## config.mk

```make
export PLATFORM = sky130hd
export DESIGN_NAME = hall_feedback_monitor
export DESIGN_NICKNAME = d
export VERILOG_FILES = /design/src/rtl/hall_feedback_monitor.sv
export SDC_FILE = /design/constraint.sdc
export NUM_CORES = 1
export LEC_CHECK = 0
export CORE_MARGIN = 2
export CORE_UTILIZATION = 45
export CTS_CLUSTER_DIAMETER = 80
export DETAILED_ROUTE_END_ITERATION = 10
export PLACE_DENSITY_LB_ADDON = 0.08
export SETUP_SLACK_MARGIN = 0.15
export SLEW_MARGIN = 30
export SYNTH_ARGS = -nofsm -noshare
export SYNTH_HDL_FRONTEND = slang
export SYNTH_SLANG_ARGS = --single-unit
```

## constraint.sdc

```tcl
create_clock -name clk -period 4.15 [get_ports clk]
set_input_delay 0.83 -clock clk [delete_from_list [all_inputs] [get_ports clk]]
set_output_delay 0.83 -clock clk [all_outputs]
set_load 0.005 [all_outputs]
```

## src/rtl/hall_feedback_monitor.sv

```systemverilog
// Hall sensor front end for the BLDC motor controller.
//
// Synchronises and debounces the three raw Hall pins. It also decodes the
// commutation sector and the rotation direction. It measures the period
// between accepted edges for speed estimation. It raises no_feedback when the
// rotor stops producing edges.
//
// Ports:
//   clk          system clock, rising edge
//   reset        asynchronous active-low reset
//   hall_raw     raw Hall pins {C,B,A}, asynchronous to clk
//   hall_signal  debounced Hall code
//   sector       decoded sector 0..5, 7 for an invalid code
//   direction    1 = forward, 0 = reverse
//   hall_edge    one-cycle pulse per accepted code change
//   period       clk cycles between the last two valid adjacent edges
//   period_valid period holds a genuine measurement
//   hall_error   one-cycle pulse on an invalid code or a non-adjacent jump
//   no_feedback  stall flag, set while no edge has been seen for TIMEOUT_CYCLES
//
// Optional feature: define HALL_PERIOD_AVG_EN to report the mean of the last
// four measurements instead of the latest one.

module hall_feedback_monitor #(
  parameter int unsigned SYNC_STAGES     = 2,
  parameter int unsigned DEBOUNCE_CYCLES = 16,
  parameter int unsigned TIMEOUT_CYCLES  = 1000000,
  parameter int unsigned PERIOD_W        = 24
) (
  input  logic                clk,
  input  logic                reset,
  input  logic [2:0]          hall_raw,
  output logic [2:0]          hall_signal,
  output logic [2:0]          sector,
  output logic                direction,
  output logic                hall_edge,
  output logic [PERIOD_W-1:0] period,
  output logic                period_valid,
  output logic                hall_error,
  output logic                no_feedback
);

  localparam int unsigned SyncW = 3 * SYNC_STAGES;
  localparam int unsigned DbW   = $clog2(DEBOUNCE_CYCLES + 1);
  localparam logic [DbW-1:0]      DbTarget   = DbW'(DEBOUNCE_CYCLES);
  localparam logic [PERIOD_W-1:0] TimeoutCnt = PERIOD_W'(TIMEOUT_CYCLES);
  localparam logic [2:0]          SecInvalid = 3'd7;

  typedef enum logic [1:0] {StAcquire, StRun, StStall} state_e;

  function automatic logic [2:0] decode_sector(input logic [2:0] code);
    case (code)
      3'b101:  decode_sector = 3'd0;
      3'b100:  decode_sector = 3'd1;
      3'b110:  decode_sector = 3'd2;
      3'b010:  decode_sector = 3'd3;
      3'b011:  decode_sector = 3'd4;
      3'b001:  decode_sector = 3'd5;
      default: decode_sector = SecInvalid;
    endcase
  endfunction

  // Synchroniser: a shift register of 3-bit stages, oldest stage on top.
  logic [SyncW-1:0] sync_q;
  logic [2:0]       sync;

  always_ff @(posedge clk or negedge reset) begin
    if (!reset) sync_q <= '0;
    else        sync_q <= {sync_q[SyncW-4:0], hall_raw};
  end

  assign sync = sync_q[SyncW-1 -: 3];

  // Debounce: stab_d counts the cycles that sync has matched the candidate.
  // The count includes the current cycle. A code is accepted when that count
  // reaches the target, so the latency is SYNC_STAGES + DEBOUNCE_CYCLES.
  logic [2:0]     cand_q;
  logic [DbW-1:0] stab_q, stab_d;
  logic           accept;

  always_comb begin
    if (sync != cand_q)         stab_d = DbW'(1);
    else if (stab_q < DbTarget) stab_d = stab_q + DbW'(1);
    else                        stab_d = stab_q;
  end

  always_ff @(posedge clk or negedge reset) begin
    if (!reset) begin
      cand_q <= '0;
      stab_q <= '0;
    end else begin
      cand_q <= sync;
      stab_q <= stab_d;
    end
  end

  // Main state.
  state_e              state_q, state_d;
  logic [2:0]          hs_q, hs_d;
  logic [2:0]          sec_q, sec_d;
  logic                dir_q, dir_d;
  logic                edge_q, edge_d;
  logic                err_q, err_d;
  logic                nf_q;
  logic [PERIOD_W-1:0] count_q, count_d;
  logic [PERIOD_W-1:0] period_q, period_d;
  logic                pv_q, pv_d;
  logic                meas;

  logic [2:0] new_sec, sec_next, sec_prev;
  logic       step_fwd, step_rev;

  assign accept   = (stab_d == DbTarget) && (sync != hs_q);
  assign new_sec  = decode_sector(sync);
  assign sec_next = (sec_q == 3'd5) ? 3'd0 : sec_q + 3'd1;
  assign sec_prev = (sec_q == 3'd0) ? 3'd5 : sec_q - 3'd1;
  assign step_fwd = (sec_q != SecInvalid) && (new_sec != SecInvalid) && (new_sec == sec_next);
  assign step_rev = (sec_q != SecInvalid) && (new_sec != SecInvalid) && (new_sec == sec_prev);

  always_comb begin
    state_d = state_q;
    hs_d    = hs_q;
    sec_d   = sec_q;
    dir_d   = dir_q;
    edge_d  = 1'b0;
    err_d   = 1'b0;
    meas    = 1'b0;
    count_d = (&count_q) ? count_q : count_q + PERIOD_W'(1);

    if (accept) begin
      // An accepted edge takes priority over a timeout in the same cycle.
      edge_d = 1'b1;
      hs_d   = sync;
      sec_d  = new_sec;
      if (new_sec == SecInvalid) begin
        err_d   = 1'b1;
        state_d = StAcquire;
      end else if (sec_q == SecInvalid) begin
        state_d = StRun;
        count_d = PERIOD_W'(1);
      end else if (step_fwd || step_rev) begin
        dir_d   = step_fwd;
        count_d = PERIOD_W'(1);
        state_d = StRun;
        // Only an edge that was already in RUN has a reference point.
        meas    = (state_q == StRun);
      end else begin
        err_d   = 1'b1;
        state_d = StAcquire;
      end
    end else if ((state_q != StStall) && (count_q == TimeoutCnt)) begin
      state_d = StStall;
    end
  end

`ifdef HALL_PERIOD_AVG_EN
  // Four-deep history with a running sum. The history is emptied whenever
  // the block is not in RUN. Partial windows never reach period.
  logic [3:0][PERIOD_W-1:0] hist_q, hist_d;
  logic [PERIOD_W+1:0]      sum_q, sum_d;
  logic [2:0]               fill_q, fill_d;

  always_comb begin
    hist_d = hist_q;
    sum_d  = sum_q;
    fill_d = fill_q;
    if (state_d != StRun) begin
      hist_d = '0;
      sum_d  = '0;
      fill_d = '0;
    end else if (meas) begin
      hist_d = {hist_q[2:0], count_q};
      sum_d  = sum_q + {2'b00, count_q} - {2'b00, hist_q[3]};
      fill_d = (fill_q == 3'd4) ? 3'd4 : fill_q + 3'd1;
    end
  end

  always_ff @(posedge clk or negedge reset) begin
    if (!reset) begin
      hist_q <= '0;
      sum_q  <= '0;
      fill_q <= '0;
    end else begin
      hist_q <= hist_d;
      sum_q  <= sum_d;
      fill_q <= fill_d;
    end
  end
`endif

  // period_valid clears whenever the block leaves RUN or enters it afresh.
  always_comb begin
    period_d = period_q;
    pv_d     = pv_q;
    if ((state_d != StRun) || (state_q != StRun)) begin
      pv_d = 1'b0;
    end else if (meas) begin
`ifdef HALL_PERIOD_AVG_EN
      if (fill_d == 3'd4) begin
        period_d = sum_d[PERIOD_W+1:2];
        pv_d     = 1'b1;
      end
`else
      period_d = count_q;
      pv_d     = 1'b1;
`endif
    end
  end

  always_ff @(posedge clk or negedge reset) begin
    if (!reset) begin
      state_q  <= StAcquire;
      hs_q     <= 3'b000;
      sec_q    <= SecInvalid;
      dir_q    <= 1'b1;
      edge_q   <= 1'b0;
      err_q    <= 1'b0;
      nf_q     <= 1'b0;
      count_q  <= '0;
      period_q <= '0;
      pv_q     <= 1'b0;
    end else begin
      state_q  <= state_d;
      hs_q     <= hs_d;
      sec_q    <= sec_d;
      dir_q    <= dir_d;
      edge_q   <= edge_d;
      err_q    <= err_d;
      nf_q     <= (state_d == StStall);
      count_q  <= count_d;
      period_q <= period_d;
      pv_q     <= pv_d;
    end
  end

  assign hall_signal  = hs_q;
  assign sector       = sec_q;
  assign direction    = dir_q;
  assign hall_edge    = edge_q;
  assign period       = period_q;
  assign period_valid = pv_q;
  assign hall_error   = err_q;
  assign no_feedback  = nf_q;

endmodule

```

==> impl_results.md, run 1 <==
- Post-synthesis cell count: approximately 340
- Number of global-route vias before repair: 2382
- Vert. Die Dim: 94.0 µm
- Final RePlAce weighted congestion: 0.858
- Clk_skew: approximately 0.011 ns
- Asr flop ratio synth: between 90% and 100%
- Ys Warns: 0
- Sequential share of power: between 50% and 60%
- Routed WL: 7020 µm
- Worst Hold Depth: 0
- EDFF count, synth: 0
- Dpl ws: 1.02 ns
- CTS Buffer Depth: 2
- Pin count of the biggest net entering global routing: 76
- Mux share of post-synthesis cell area: 8.92%
- Post-Layout Cell Count: approximately 480
- Arrival @ worst endpoint: 3.38 ns
- Worst Tran Pin Value: ~0.67 ns
- CP endpoint kind: register
- PD cells: between 300 and 400 mW/mm²
- Core Util, Final: 55.1%
- Sw frac: 23.9%
- Post-synthesis xor/xnor area fraction: under 10%
- Worst Reg-to-Reg Cells: 10
- Hold crit path type: reg2reg
- Power consumption: around 1.3 mW
- Max-slew headroom: approximately 54%
- FF+latch count, synth: between 70 and 80
- Layout cell share with drive strength beyond 1: 11.4%
- Starting Density: between 40% and 50%
- DP Cell Count: between 400 and 500
- Htree depth: 3
- Synth cell types: 55
- Final Cycle Share: approximately 76%
- RSZ-0062 raised after global routing: no
- Max Slew Vio Count: 0
- Remaining antenna violation count: 0
- Cts-stage hold buffer count: 0
- CP max FO: 25
- Synth area leader: dfrtp_1
- # Post-CTS Setup Buffers: 0
- Startpoint type of the worst setup path: register
- Synth Net Count: about 340
- Final setup fails: 0
- Die Span X: between 90 and 100 µm
- Clock power share: between 30% and 40%
- Largest cells by area after synthesis: dfrtp_1 (49%), mux2_1 (5.9%), xor2_1 (4.8%)
- Data required, critical path: ~4.4 ns
- Post_cts resized: 0
- Clock transition at path regs: approximately 0.080 ns
- Clk_lat worst skew: between 0.3 and 0.4 ns
- Area Growth Syn to Fin: 18.1%
- Minimum clock period: 3.16 ns
- Initial antenna violation count: 0
- Adder-cell share of the synthesized area: 1.37%
- DRT Pass-1 Iters: 4
- Core Area: just under 0.008 mm²
- Combinational share of power: 4.3%
- Nets: 380
- Max Cap Viol: 0
- Simple-gate area share of the yosys netlist: approximately 18%
- Root Driver: clkbuf_8
- DRC: 0
- Gr usage total: ~17%
- Fmax: roughly 320 MHz
- Synth Area in Compound Gates: ~7.3%
- # diodes: 0
- Endpoints failing hold: 0
- Ys flop type: dfrtp_1
- Int Pwr: around 1.0 mW
- Avg WL per Cell: between 10 and 15 µm
- IO buf count: 39
- Vias per std cell: 5.38
- Mapped cell area: about 0.0036 mm²
- Number of CTS-inserted buffers: 9
- CTS sink count: 75
- Via Count: 2573
- Status: completed
- Die area: approximately 0.0088 mm²
- Largest family of logic cells by synthesized area: simple AND/OR/NAND/NOR gates
- Worst Path Class, Setup: reg2reg
- Setup TNS: 0 ns
- PnR worst setup slack: roughly 0.99 ns
- FP Rows: 32
- Synth Area per Inst: approximately 11 µm²
- Post-synth top area share: about half
- Final HPWL DP: between 4000 and 5000 µm
- Seq/Total Area, Yosys: about half
- Number of fill cells: around 710
- DR iter-0 viols: between 150 and 200
- First-pass GRT wire length: 12000 µm
- Global route overflow: 0
- Num ports: 40
- Leakage power: 1.87 nW
- TritonCTS clock tree: built
- VDD IR max: 0.206 mV
- Sw power: approximately 320 µW
-- Yosys cell counts (2+ instances only) --
master and instances:
dfrtp_1 71, nor2_1 42, xor2_1 20, mux2_1 19, nand2_1 19, nand3_1 15
nand4_1 14, xnor2_1 14, a21oi_1 11, inv_1 10, mux2_2 9, buf_2 7
clkbuf_1 7, a31oi_1 6, nor3_1 5, and3_1 4, dfstp_2 4, ha_1 4
nor4_1 4, nor2b_1 3, nor3b_1 3, o21ai_0 3, a211oi_1 2, and2_1 2
buf_6 2, nand2b_1 2, nor4b_1 2, o211ai_1 2, o22ai_1 2, xnor2_2 2
-- path summary, 6_finish.rpt --
check / startpoint / endpoint / slack, ns
max: sector[0]$_DFFE_PN1N_ / period[1]$_DFFE_PN0P_ / 0.99
min in group asynchronous: reset / stab_q[2]$_DFF_PN0_ / 0.50
max in group asynchronous: reset / period[0]$_DFFE_PN0P_ / 3.19
max reg2reg: sector[0]$_DFFE_PN1N_ / period[1]$_DFFE_PN0P_ / 0.99
min: sync_q[1]$_DFF_PN0_ / sync_q[4]$_DFF_PN0_ / 0.35
min reg2reg: sync_q[1]$_DFF_PN0_ / sync_q[4]$_DFF_PN0_ / 0.35
-- state kept, by name, summed over array words and instances (netlist names) --
| signal | flops |
|---|---|
| cand_q | 3 |
| count_q | 24 |
| direction | 1 |
| hall_edge | 1 |
| hall_error | 1 |
| hall_signal | 3 |
| no_feedback | 1 |
| period | 24 |
| period_valid | 1 |
| sector | 3 |
| stab_q | 5 |
| state_q | 2 |
| sync_q | 6 |
-- layout make-up --
type	count	area [µm²]	area share [%]
flip-flops and latches	75	1880	43.7
multi-input cells	232	1650	38.3
repair buffers	42	414	9.62
clock buffers	12	155	3.60
well taps	102	128	2.97
inverters	11	41.3	0.959
clock inverters	4	33.8	0.785
-- power groups by stage --
stage,Sequential (mW),Combinational [mW],Clock [mW]
after global routing,0.749,0.0654,0.581
after floorplan,0.756,0.0391,0
final,0.747,0.0574,0.525
after detailed placement,0.762,0.0584,0
after global placement,0.762,0.0577,0
after CTS,0.747,0.0588,0.544
-- through the flow --
stage	instance area (µm²)	hold slack [ns]
finish	4300	0.354
global route	4300	0.372
CTS	4290	0.353
detailed placement	4110	0.335
global placement	4100	0.334
floorplan	3650	0.331
-- cell usage in the layout (no fill, tap or decap), types with 2 or more instances in the layout --
| master | n |
|---|---|
| o22ai_1 | 2 |
| and3_1 | 4 |
| nor2_1 | 42 |
| dfrtp_1 | 71 |
| nor2b_1 | 3 |
| nor3_1 | 5 |
| nand3_1 | 15 |
| nor3b_1 | 3 |
| mux2_1 | 19 |
| o211ai_1 | 2 |
| xor2_1 | 20 |
| ha_1 | 4 |
| xnor2_1 | 14 |
| and2_1 | 2 |
| a31oi_2 | 2 |
| a211oi_1 | 2 |
| nor4_1 | 3 |
| a21oi_1 | 11 |
| buf_4 | 3 |
| clkbuf_8 | 11 |
| a31oi_1 | 4 |
| dfstp_2 | 4 |
| clkdlybuf4s50_1 | 38 |
| clkinv_4 | 2 |
| nand2b_1 | 2 |
| inv_1 | 10 |
| mux2_2 | 9 |
| xnor2_2 | 2 |
| o21ai_0 | 3 |
| nand2_1 | 19 |
| nor4b_1 | 2 |
| nand4_1 | 14 |
-- cell families (layout without fill, tap and decap cells) --
logic type,count (synthesis),after routing
and+or+nand+nor,125,125
adders and majority gates,4,4
DFF,75,75
AOI/OAI and AO/OA,38,38
buffers and inverters,28,69
muxes,29,29
xor gates and xnor gates,36,36
-- layer usage --
metal | routed length (µm) | up-vias | GRT usage, %
met3 | 267 | 6 | 4.57
met4 | 58 | 0 | 5.43
met2 | 3260 | 39 | 25.5
met5 | 0 | - | 0
li1 | - | 1246 | -
met1 | 3440 | 1282 | 25.4
-- worst max-delay path, stage by stage, from the launching register on --
cell	delay, ns
dfstp_2	0.70
nand2_1	0.12
inv_1	0.10
ha_1	0.27
and3b_1	0.21
o211ai_1	0.16
o311a_1	0.19
nand4_1	0.23
a211oi_4	0.30
buf_4	0.36
mux2_2	0.38
Power figures use the tool's default switching activity.
==> inputs of run 2 (changes only) <==
Clock period 4.15 ns to 2.6 ns, I/O delays scaled along.
==> run 2 against run 1 <==
Compared with the run above:
- sequential power increased by 59%
- global-route usage increased by 1.1 points
- design area increased by 8.9%
- sequential share of layout area decreased by 3.5 points
- core utilization increased by 4.9 points
- first-iteration DRC count decreased by 33%
- clock-buffer cell count decreased by 2
==> impl_results.md, run 2 (same netlist as run 1, synthesis figures left out) <==
- Placed cell area: around 0.0044 mm²
- VDD IR max: ~0.27 mV
- Num ports: 40
- Number of fill cells: between 600 and 700
- Nets: 406
- Htree depth: 3
- # diodes: 0
- Most frequent CP cell: buf_4
- CP endpoint kind: register
- Beginning of the critical path: sector[0]$_DFFE_PN1N_
- Multi-input gate area: between 0.0015 and 0.002 mm²
- R2R Path End: period[6]$_DFFE_PN0P_
- Slowest cell on crit path: dfstp_2
- Avg WL per Cell: 15.8 µm
- DRT Pass-1 Iters: 4
- Startpoint type of the worst setup path: register
- Fmax: slightly below 400 MHz
- DP Cell Count: 482
- Worst reg-to-reg setup slack: between 0.05 and 0.06 ns
- Clk_lat worst skew: between 0.3 and 0.4 ns
- Arrival @ worst endpoint: about 2.8 ns
- Layout cell share with drive strength beyond 1: a little under a quarter
- CTS sink count: 75
- Gr usage total: between 10% and 20%
- Final Cycle Share: between 90% and 100%
- Commonest non-fill, non-tap cell in the layout: dfrtp_1
- Routed WL: approximately 7900 µm
- Dpl ws: -0.0350 ns
- Final RePlAce weighted congestion: around 0.84
- First-pass GRT wire length: about 13000 µm
- Starting Density: a little under half
- DRC: 0
- Clock transition at path regs: approximately 0.070 ns
- IO buf count: 39
- FF-to-FF Start: sector[0]$_DFFE_PN1N_
- RSZ-0062 raised after global routing: yes
- Worst Path Class, Setup: reg2reg
- Worst Tran Pin Value: around 0.60 ns
- Crit-path max cell delay: 0.58 ns
- Hold crit path type: in2async
- Vert. Die Dim: roughly 94 µm
- DR iter-0 viols: ~110
- CTS Buffer Depth: 2
- Remaining antenna violation count: 0
- Clk_skew: about 0.011 ns
- Area Growth Syn to Fin: 28.6%
- Max Slew Vio Count: 0
- Post-Layout Cell Count: between 500 and 600
- Minimum clock period: 2.54 ns
- Worst Reg-to-Reg Cells: 10
- Vias per std cell: ~5.5
- Endpoints failing hold: 0
- Initial antenna violation count: 0
- Commonest non-fill, non-tap cells in the layout: dfrtp_1 (70), nor2_1 (42), clkdlybuf4s50_1 (38)
- Leakage power: 2.03 nW
- Core Area: 0.00781 mm²
- Max-slew headroom: between 50% and 60%
- Max Cap Viol: 0
- Global route overflow: 0
- Final setup fails: 0
- Number of CTS-inserted buffers: 9
- Die Span X: approximately 94 µm
- PnR worst setup slack: between 0.05 and 0.06 ns
- Root Driver: clkbuf_8
- FP Rows: 32
- Die area: 0.00884 mm²
- PD cells: 470 mW/mm²
- FF/Latch Area: 0.00188 mm²
- Number of global-route vias before repair: roughly 2700
- Via Count: roughly 2700
- Data required, critical path: roughly 2.8 ns
- Final HPWL DP: roughly 5100 µm
- Core Util, Final: roughly 60%
- Setup TNS: 0 ns
- Finished Cell Area: 0.00469 mm²
- CP max FO: 6
- Pin count of the biggest net entering global routing: 44
- Status: completed
- TritonCTS clock tree: built
- Sequence of cells on the critical path: buf_4, xnor2_1, nand3_1, a21oi_1, o2111ai_1, buf_4, a211oi_4, buf_6, clkbuf_16, mux2_4
-- run 2: cell types whose count changed in the layout (fill, tap and decap cells not counted), moves of 2 or more --
cell	before	now
clkinv_4	2	0
clkbuf_16	0	2
mux2_4	0	24
buf_4	3	23
buf_12	0	3
mux2_2	9	4
mux2_1	19	0
-- run 2: how the worst max path moves through the flow --
stage / endpoint / cells after the start
2_1_floorplan: period[10]$_DFFE_PN0P_ / 12
3_3_place_gp: period[3]$_DFFE_PN0P_ / 8
5_1_grt: period[6]$_DFFE_PN0P_ / 10
4_1_cts: period[3]$_DFFE_PN0P_ / 10
6_report: period[6]$_DFFE_PN0P_ / 10
3_5_place_dp: period[3]$_DFFE_PN0P_ / 10
-- run 2: per-layer routing --
metal,vias up,routed length [µm],track usage [%]
li1,1297,-,-
met5,-,0,0
met3,8,285,4.25
met2,65,3840,29.8
met1,1369,3680,24.7
met4,0,127,6.76
-- run 2: worst max-delay path: cells and delay by family (launching register included) --
kind	cells	cell delay (ns)
and+or+nand+nor	1	0.10
AOI/OAI and AO/OA	3	0.67
xor gates and xnor gates	1	0.12
DFF	1	0.58
muxes	1	0.29
buffers and inverters	4	0.68
-- run 2: repair_timing --
item | CTS | global route
hold buffers | 0 | 0
pin swaps | 0 | 0
cloned | 0 | 3
gates resized for setup | 2 | 12
setup endpoints to repair | 24 | 51
buffers inserted | 1 | 2
-- run 2: per-stage QoR --
stage,hold WS [ns],total power [mW]
floorplan,0.224,1.27
global placement,0.341,1.33
detailed placement,0.341,1.33
CTS,0.121,2.22
global route,0.134,2.28
finish,0.107,2.20
-- run 2: power by group --
| part | switching, mW | total, mW | internal (mW) |
|---|---|---|---|
| logic | 0.0660 | 0.118 | 0.0524 |
| registers | 0.0143 | 1.19 | 1.18 |
| clock network | 0.432 | 0.893 | 0.461 |
| total | 0.512 | 2.20 | 1.69 |
-- run 2: final cells by class --
class	instances	area share (%)
repair buffers	68	14.6
flip-flops and latches	75	40.2
multi-input cells	232	37.5
well taps	102	2.72
inverters	11	0.934
clock inverters	4	1.09
clock buffers	10	2.94
==> inputs of run 3 (changes only) <==
Settings changed: CORE_UTILIZATION 45 to 31.
==> run 3 against run 2 <==
Compared with the run above:
- the flow now finishes with violations (setup timing)
- sequential power about the same
- cell count grew 10%
- setup slack got worse by 0.067 ns
- maximum frequency shrank 2.6%
- clock-buffer cell count up 3
- sequential cell count is the same
- wire length is 7.1% higher
- via count is essentially flat
- core utilization shrank 17 points
- die area grew 43%
- highest routed layer unchanged
==> impl_results.md, run 3 (same netlist as run 1, synthesis figures left out) <==
- Met3 routed wirelength: approximately 280 µm
- Number of global-route vias before repair: ~2900
- DR iter-0 viols: 116
- PD cells: between 500 and 600 mW/mm²
- Leakage power: roughly 2.1 nW
- Max Cap Viol: 0
- WP buf/inv: 3
- Num ports: 40
- Clk_skew: roughly 0.0056 ns
- Pin count of the biggest net entering global routing: 39
- Finished Cell Area: about 0.005 mm²
- Gr usage total: between 10% and 20%
- Met1 Wirelength: about 4000 µm
- CP endpoint kind: register
- VDD IR max: 0.280 mV
- Layout cell share with drive strength beyond 1: between 20% and 30%
- Sequence of cells on the critical path: nand2_4, inv_4, ha_4, and3b_1, o211ai_1, o311a_1, nand4_1, a211oi_4, buf_4, buf_12, mux2_4
- Slowest cell on crit path: dfstp_2
- Die Span X: 112 µm
- Die area: 0.0126 mm²
- Minimum clock period: around 2.6 ns
- CTS sink count: 75
- Commonest non-fill, non-tap cells in the layout: dfrtp_1 (70), nor2_1 (42), clkdlybuf4s50_1 (38)
- Status: finished, violations left
- Via Count: ~2700
- Hold_ws: around 0.14 ns
- Worst Path Class, Setup: reg2reg
- Final HPWL DP: 5790 µm
- Worst Tran Pin Value: between 0.6 and 0.7 ns
- TritonCTS clock tree: built
- First-pass GRT wire length: around 15000 µm
- Hold crit path type: in2async
- Startpoint type of the worst setup path: register
- Delay-heaviest family, CP: compound AO/OA/AOI/OAI gates
- RSZ-0062 raised after global routing: yes
- Fmax: approximately 380 MHz
- Final setup fails: 13
- PnR worst setup slack: -0.00769 ns
- Max-slew headroom: between 50 and 60%
- Placed cell area: between 0.004 and 0.005 mm²
- DRC: 0
- Core Area: ~0.011 mm²
- Arrival @ worst endpoint: roughly 2.8 ns
- Failing checks: setup timing
- Max Slew Vio Count: 0
- DRT Pass-1 Iters: 4
- Endpoints failing hold: 0
- Data required, critical path: 2.82 ns
- Crit-path max cell delay: around 0.55 ns
- # diodes: 0
- Starting Density: a little under a third
- Setup TNS: -0.0437 ns
- Avg WL per Cell: ~15 µm
- Number of CTS-inserted buffers: 9
- Initial antenna violation count: 0
- Clock transition at path regs: 0.06 ns
- Vert. Die Dim: approximately 110 µm
- Power consumption: 2.75 mW
- IO buf count: 39
- Global route overflow: 0
- Remaining antenna violation count: 0
- Highest metal used: met4
- Htree depth: 3
- Final RePlAce weighted congestion: ~0.77
- Clk_lat worst skew: around 0.33 ns
- Nets: between 400 and 500
- CTS Buffer Depth: 2
- Root Driver: clkbuf_16
- Area Growth Syn to Fin: 36.0%
- Routed WL: 8500 µm
- Vias per std cell: approximately 5
- FP Rows: 39
- CP max FO: 10
- Commonest non-fill, non-tap cell in the layout: dfrtp_1
- Final Cycle Share: 100%
- DR WL met2: 4110 µm
-- run 3: worst reg2reg max path: stages (launching register included) --
cell and delay [ns]:
dfstp_2 0.55, nand2_4 0.06, inv_4 0.06, ha_4 0.12
and3b_1 0.17, o211ai_1 0.20, o311a_1 0.22, nand4_1 0.18
a211oi_4 0.31, buf_4 0.17, buf_12 0.13, mux2_4 0.31
-- run 3: worst paths after layout --
check	startpoint	depth (start not counted)	slack [ns]	end
setup / recovery	sector[0]$_DFFE_PN1N_	11	-0.008	period[9]$_DFFE_PN0P_
hold / removal	reset	1	0.14	stab_q[1]$_DFF_PN0_
setup reg to reg	sector[0]$_DFFE_PN1N_	11	-0.008	period[9]$_DFFE_PN0P_
hold reg to reg	sync_q[0]$_DFF_PN0_	0	0.35	sync_q[3]$_DFF_PN0_
max in group asynchronous	reset	2	1.81	direction$_DFFE_PN1P_
min in group clk	sync_q[0]$_DFF_PN0_	0	0.35	sync_q[3]$_DFF_PN0_
-- run 3: per-layer routing --
metal | global-route usage [%] | up-vias
li1 | - | 1318
met1 | 19.3 | 1358
met2 | 24.3 | 49
met3 | 3.73 | 13
met4 | 5.12 | 0
met5 | 0 | -
-- run 3: repair_timing --
action                                  in CTS  in global routing
hold buffers                                 0                  0
pin swaps                                    4                  3
endpoints found under the setup margin      49                 52
gates cloned                                 1                  0
gates resized for setup                     13                  5
setup buffers                                6                  1
-- run 3: layout make-up --
cell class	instances	area, µm²
Sequential cell	75	1880
Clock buffer	13	280
Timing Repair Buffer	76	727
Tap cell	143	179
Fill cell	1088	6510
Clock inverter	3	67.6
Multi-Input combinational cell	232	1780
Inverter	11	43.8
-- run 3: power breakdown --
part / total, mW / switching, mW / internal, mW
clock network: 1.43 / 0.488 / 0.945
logic: 0.120 / 0.0691 / 0.0514
registers: 1.19 / 0.0133 / 1.18
total: 2.75 / 0.570 / 2.17
-- run 3: per-stage QoR --
stage	setup WS, ns	std cells	util [%]
after floorplan	-0.147	335	-
after global placement	0.0384	529	38.9
after global routing	-0.115	553	43.2
after CTS	-0.0535	552	43.0
final	-0.00769	553	43.2
after detailed placement	0.00209	529	38.9
